File: src/rtl/mac_pkg.sv
// Shared constants, saturation helper and control bundle for the vector MAC.
package mac_pkg;

   localparam int DEF_IN_W    = 8;
   localparam int DEF_ACC_W   = 16;
   localparam int DEF_VEC_LEN = 4;
   localparam int DEF_SAT     = 1;

   // Per-stage valid bits travelling alongside the operand/product pipeline.
   typedef struct packed {
      logic v2;
      logic v1;
   } stage_vld_t;

   // Clamp a sign-extended (w+1)-bit sum into w signed bits.
   // Returns {overflow, clipped value sign-extended to 64 bits}.
   function automatic logic [64:0] sat_clip(input logic signed [63:0] s,
                                            input int                 w);
      logic signed [63:0] hi;
      logic signed [63:0] lo;
      hi = (64'sd1 <<< (w - 1)) - 64'sd1;
      lo = -(64'sd1 <<< (w - 1));
      if (s > hi)      return {1'b1, hi};
      else if (s < lo) return {1'b1, lo};
      else             return {1'b0, s};
   endfunction

endpackage

File: src/rtl/mac_sat_add.sv
// Combinational accumulator + sign-extended product adder with
// optional saturation and an out-of-range flag.
module mac_sat_add
   import mac_pkg::*;
#(
   parameter int ACC_W = DEF_ACC_W,
   parameter int P_W   = 2 * DEF_IN_W,
   parameter int SAT   = DEF_SAT
) (
   input  logic signed [ACC_W-1:0] acc,
   input  logic signed [P_W-1:0]   p,
   output logic signed [ACC_W-1:0] sum,
   output logic                    ovf
);

   // One guard bit is enough: |p| fits in ACC_W bits, so the true sum fits in ACC_W+1.
   logic signed [ACC_W:0] sum_w;
   assign sum_w = {acc[ACC_W-1], acc} + {{(ACC_W + 1 - P_W){p[P_W-1]}}, p};

   generate
      if (SAT != 0) begin : g_sat
         logic [64:0] clip_r;
         logic        clip_unused;
         assign clip_r      = sat_clip(64'(sum_w), ACC_W);
         assign clip_unused = &{1'b0, clip_r[63:ACC_W]};
         assign sum         = clip_r[ACC_W-1:0];
         assign ovf         = clip_r[64];
      end else begin : g_wrap
         // Guard bit disagreeing with the result sign means the low bits wrapped.
         assign sum = sum_w[ACC_W-1:0];
         assign ovf = sum_w[ACC_W] ^ sum_w[ACC_W-1];
      end
   endgenerate

endmodule

File: src/rtl/mac_vec_acc.sv
// Three-stage signed dot-product engine: register operands, register
// product, accumulate VEC_LEN products and emit one result per vector.
module mac_vec_acc
   import mac_pkg::*;
#(
   parameter int IN_W    = DEF_IN_W,
   parameter int ACC_W   = DEF_ACC_W,
   parameter int VEC_LEN = DEF_VEC_LEN,
   parameter int SAT     = DEF_SAT
) (
   input  logic                    clk,
   input  logic                    reset,
   input  logic signed [IN_W-1:0]  a,
   input  logic signed [IN_W-1:0]  b,
   input  logic                    valid_in,
   input  logic                    clear,
   output logic signed [ACC_W-1:0] f,
   output logic                    valid_out,
   output logic                    ovf
);

   localparam int CNT_W = $clog2(VEC_LEN) + 1;
   localparam int P_W   = 2 * IN_W;

   stage_vld_t               vld;
   logic signed [IN_W-1:0]   a_r;
   logic signed [IN_W-1:0]   b_r;
   logic signed [P_W-1:0]    p;
   logic signed [ACC_W-1:0]  acc;
   logic signed [ACC_W-1:0]  sum;
   logic                     add_ovf;
   logic                     ovf_acc;
   logic [CNT_W-1:0]         cnt;
   logic                     last;

   assign last = vld.v2 && (cnt == CNT_W'(VEC_LEN - 1));

   // Valid pipeline; clear kills in-flight elements but still admits this cycle's pair.
   always_ff @(posedge clk) begin
      if (reset) begin
         vld <= '0;
      end else begin
         vld.v1 <= valid_in;
         vld.v2 <= clear ? 1'b0 : vld.v1;
      end
   end

   // Stage 1: operand capture.
   always_ff @(posedge clk) begin
      if (reset) begin
         a_r <= '0;
         b_r <= '0;
      end else if (valid_in) begin
         a_r <= a;
         b_r <= b;
      end
   end

   // Stage 2: full-width signed product.
   always_ff @(posedge clk) begin
      if (reset)       p <= '0;
      else if (vld.v1) p <= a_r * b_r;
   end

   mac_sat_add #(
      .ACC_W (ACC_W),
      .P_W   (P_W),
      .SAT   (SAT)
   ) u_add (
      .acc (acc),
      .p   (p),
      .sum (sum),
      .ovf (add_ovf)
   );

   // Stage 3: accumulate; on the last element publish and restart from zero
   // so the next vector's element 0 never sees the old sum.
   always_ff @(posedge clk) begin
      if (reset) begin
         acc       <= '0;
         ovf_acc   <= 1'b0;
         f         <= '0;
         ovf       <= 1'b0;
         valid_out <= 1'b0;
      end else if (clear) begin
         acc       <= '0;
         ovf_acc   <= 1'b0;
         valid_out <= 1'b0;
      end else if (last) begin
         f         <= sum;
         ovf       <= ovf_acc | add_ovf;
         valid_out <= 1'b1;
         acc       <= '0;
         ovf_acc   <= 1'b0;
      end else if (vld.v2) begin
         acc       <= sum;
         ovf_acc   <= ovf_acc | add_ovf;
         valid_out <= 1'b0;
      end else begin
         valid_out <= 1'b0;
      end
   end

   // Element counter: position of the next stage-3 accumulation within the vector.
   always_ff @(posedge clk) begin
      if (reset || clear) cnt <= '0;
      else if (last)      cnt <= '0;
      else if (vld.v2)    cnt <= cnt + 1'b1;
   end

endmodule

File: config.mk
export PLATFORM = sky130hd
export DESIGN_NAME = mac_vec_acc
export DESIGN_NICKNAME = d
export VERILOG_FILES = /design/src/rtl/mac_pkg.sv /design/src/rtl/mac_sat_add.sv /design/src/rtl/mac_vec_acc.sv
export SDC_FILE = /design/constraint.sdc
export NUM_CORES = 1
export LEC_CHECK = 0
export ABC_AREA = 1
export BUFFER_PORTS_ARGS = -buffer_cell sky130_fd_sc_hd__buf_2
export CAP_MARGIN = 20
export CORE_MARGIN = 1
export CORE_UTILIZATION = 60
export DETAILED_ROUTE_END_ITERATION = 10
export PLACE_DENSITY = 0.9
export SYNTH_ARGS = -nofsm -noshare
export SYNTH_HDL_FRONTEND = slang
export SYNTH_HIERARCHICAL = 1
export SYNTH_SLANG_ARGS = --single-unit
File: constraint.sdc
create_clock -name clk -period 6 [get_ports clk]
set_clock_uncertainty 0.1 [all_clocks]
set_input_delay 0.3 -clock clk [delete_from_list [all_inputs] [get_ports clk]]
set_output_delay 0.3 -clock clk [all_outputs]
set_load 0.02 [all_outputs]
==> results.txt <==
----------------------------------------------------
[Worst hold path]
  Min-Delay Path Class ... input port to flop
  Hold-critical path depth ... 3

[Floorplan]
  Area of the die ... 11090 um2
  Initial cell density of the core ... 62.00%
  Placeable core region ... 10320 um2
  Horizontal extent of the die ... 105.3 um
  Top-level port count ... 38
  Vertical die dimension ... 105.3 um
  Standard-cell row count ... 37

[Routing]
  Routed vias ... 5640
  Number of design-rule violations left by the first detailed-router iteration ... 299
  Wire per inst ... 12.38 um
  Final routed wirelength across all metal layers ... 13580 um
  Routed length on met3 ... 772 um
  Post-detailed-route DRC marker count ... 0
  Average via count per standard cell ... 5.141
  Amount of wire on met2 after detailed routing ... 6185 um
  Met1 layer wirelength in the final routing ... 6324 um
  Top routing layer in use ... met4
  Count of nets left with antenna violations after detail routing ... 0
  Number of iterations in the first detailed-routing pass ... 6

[Place]
  Cell count after placement ... 1081
  Port bufs ... 37
  Post-detailed-placement cell area ... 6608 um2
  Final weighted congestion in routability-driven placement ... 0.9007
  Total half-perimeter wirelength after legalization and detailed placement ... 10530 um

[CTS]
  Number of buffers added for setup after CTS ... 0
  CTS root buffer ... sky130_fd_sc_hd__clkbuf_8
  Number of H-tree levels ... 3
  Resized Gates After CTS ... 0
  Number of sinks on the clock net ... 72
  Buffer levels on the longest clock path ... 2
  Clk_lat worst skew ... 360 ps
  Clock buffers created by TritonCTS ... 9
  CTS tree ... yes
  Post-CTS Hold Buffers ... 0
  Clock transition at the register clock pins on the worst setup and hold paths after CTS ... 80 ps

[Logic synthesis]
  Synthesized instance count ... 942
  Library cells used by synthesis ... 35
  Largest family of logic cells by synthesized area ... simple AND/OR/NAND/NOR gates
  Basic-gate share of the synthesized area counting and, or, nand and nor cells ... 27.52%
  Proportion of synthesized area in mux cells ... 0%
  Sequential fraction of the synthesis area ... 22.52%
  Mapped Area ... 6401 um2
  Nets in the synthesized netlist ... 1065
  Fraction of the mapped netlist area in adder cells ... 26.70%
  Ys Warns ... 6
  Synthesized-area fraction occupied by ao, oa, aoi and oai cells ... 8.014%
  Syn Area/Cell ... 6.795 um2
  Synthesized flop and latch total ... 72
  Area share of xor/xnor cells in the synthesized design ... 1.779%

[Worst setup path]
  Buf/Inv on CP ... 5
  Arrival time reported for the critical path endpoint ... 4600 ps
  Cell repeated most along the worst path ... sky130_fd_sc_hd__inv_1
  Stages on the worst setup path ... 18
  Setup crit end kind ... flop
  Delay of the slowest cell on the worst path ... 540 ps
  Kind of critical path ... flop to flop
  Critical path peak fanout ... 9
  Critical path launch point type ... flop
  Endpoint required time on the critical path ... 6150 ps
  Critical path's top delay family ... adder cells
  R2R cell count ... 18
  Cell with the biggest individual delay on the critical path ... sky130_fd_sc_hd__fa_1
  Critical path, cell by cell ... inv_1 -> or2_2 -> fa_1 -> fa_1 -> inv_1 -> fa_1 -> inv_1 -> fa_1 -> inv_1 -> ha_1 -> a21oi_1 -> nand2_1 -> nand4_1 -> nand2_1 -> nand2_1 -> nand3_1 -> nand2_1 -> inv_1

[STA]
  Number of failing hold endpoints at the final stage ... 0
  Headroom to the max-slew limit ... 46.61%
  Final-report max-slew violation count ... 0
  Shortest period the worst path allows ... 4453 ps
  Actual slew at the worst max-slew pin ... 799.8 ps
  Tcrit/Tclk final ... 74.21%
  Total negative setup slack ... 0 ps
  Total of endpoints with negative setup slack in the final report ... 0
  Setup repair after global routing missed its margin ... false
  Maximum clock frequency ... 224.6 MHz

[Global routing]
  Number of antenna violations at the first check in global routing ... 0
  Largest net degree at the start of global routing ... 40
  Global router's overall resource usage ... 26.36%
  Aggregate global routing overflow ... 0
  Wire length of the first global-routing pass ... 23590 um
  Via count of the first global-routing pass ... 5455

[Layout]
  Antenna diode count ... 0
  Area added between synthesis and finish ... 6.665%
  Final cell count without fillers ... 1097
  Layout cells sized above 1 ... 8.533%
  Commonest cells after routing, fill and taps aside ... 254 x sky130_fd_sc_hd__nand2_1, 181 x sky130_fd_sc_hd__inv_1, 126 x sky130_fd_sc_hd__nor2_1, 72 x sky130_fd_sc_hd__dfxtp_1, 56 x sky130_fd_sc_hd__fa_1
  Most common library cell in the layout ignoring fill and taps ... sky130_fd_sc_hd__nand2_1
  Layout Nets ... 1079
  Final instance area ... 6828 um2

[Pwr]
  Power density normalized to cell area ... 197.1 nW/um2
  IR drop worst, VDD ... 0.1795 mV
  Leak pwr ... 3.951 nW
  Sum of internal, switching and leakage power ... 0.001346 W

[Run status]
  Outcome ... finished clean

[Flow run]
  Max_cap viols ... 0

----------------------------------------------------
cells by family after synthesis:
| family | after synthesis |
|---|---|
| adder cells (fa/ha/maj) | 103 |
| AND/OR/NAND/NOR | 433 |
| flip-flops | 72 |
| XOR/XNOR | 13 |
| AO/OA/AOI/OAI | 97 |
| buffers and inverters | 224 |
layer usage:
layer / track usage [%] / up-vias
met5: 0 / -
met4: 10.56 / 0
met3: 4.267 / 30
met2: 42.72 / 200
met1: 35.23 / 2563
li1: - / 2847
synthesized netlist by cell type (all sizes together):
| cell type | instances | area (um2) |
|---|---|---|
| nor2 | 128 | 490.5 |
| a21oi | 43 | 226.5 |
| xor2 | 10 | 87.58 |
| clkbuf | 25 | 95.09 |
| o21ai | 49 | 249.0 |
| nand3 | 27 | 150.2 |
| clkinv | 2 | 7.510 |
| a21o | 2 | 15.01 |
| dfxtp | 72 | 1441 |
| or2 | 5 | 31.28 |
| and2 | 1 | 6.260 |
| nor3 | 4 | 30.03 |
| xnor2 | 3 | 26.28 |
| o21bai | 3 | 22.52 |
| nand3b | 1 | 7.510 |
| buf | 9 | 53.80 |
| inv | 188 | 705.7 |
| nand2 | 261 | 1002 |
| nand4 | 6 | 43.79 |
| ha | 47 | 588.1 |
| fa | 56 | 1121 |
layout make-up:
| cell class | instances | area [um2] |
|---|---|---|
| clock buffer | 10 | 127.6 |
| sequential | 72 | 1441 |
| clock inverter | 6 | 92.59 |
| multi-input combinational | 646 | 4098 |
| tap | 136 | 170.2 |
| timing repair buffer | 37 | 185.2 |
| fill | 827 | 3496 |
| inverter | 190 | 713.2 |
path summary, 6_finish.rpt:
| check | endpoint | slack, ps | startpoint |
|---|---|---|---|
| max reg2reg | p[12] | 1550 | b_r[7] |
| min reg2reg | ovf | 360 | ovf |
| min | b_r[5] | 60 | b[5] |
| max | p[12] | 1550 | b_r[7] |
registers in the layout, indices dropped and copies added, names as in the netlist:
name and cells:
cnt 3, acc 16, p 16, vld 2, a_r 8, f 16
ovf 1, b_r 8, valid_out 1, ovf_acc 1
report_power, final:
| part | switching, W | internal (W) |
|---|---|---|
| Clock | 0.000200 | 0.000236 |
| Sequential | 0.0000277 | 0.000495 |
| Combinational | 0.000244 | 0.000142 |
| Total | 0.000472 | 0.000874 |
per-stage QoR:
stage | hold slack, ps | setup slack [ps] | util, %
after global routing | 48.22 | 1258 | 66.14
after CTS | 48.53 | 1567 | 66.14
after detailed placement | 354.8 | 1579 | 64.00
after global placement | 341.9 | 1668 | 64.00
final | 59.70 | 1547 | 66.14
after floorplan | 279.3 | 1762 | -
worst reg2reg max path, stage by stage, from the launching register on:
cell and delay [ps]:
sky130_fd_sc_hd__dfxtp_1 370, sky130_fd_sc_hd__inv_1 150, sky130_fd_sc_hd__or2_2 320, sky130_fd_sc_hd__fa_1 510
sky130_fd_sc_hd__fa_1 540, sky130_fd_sc_hd__inv_1 50, sky130_fd_sc_hd__fa_1 530, sky130_fd_sc_hd__inv_1 50
sky130_fd_sc_hd__fa_1 520, sky130_fd_sc_hd__inv_1 40, sky130_fd_sc_hd__ha_1 360, sky130_fd_sc_hd__a21oi_1 260
sky130_fd_sc_hd__nand2_1 130, sky130_fd_sc_hd__nand4_1 110, sky130_fd_sc_hd__nand2_1 70, sky130_fd_sc_hd__nand2_1 60
sky130_fd_sc_hd__nand3_1 60, sky130_fd_sc_hd__nand2_1 90, sky130_fd_sc_hd__inv_1 30
No activity file was read; power rests on OpenSTA's default activity.
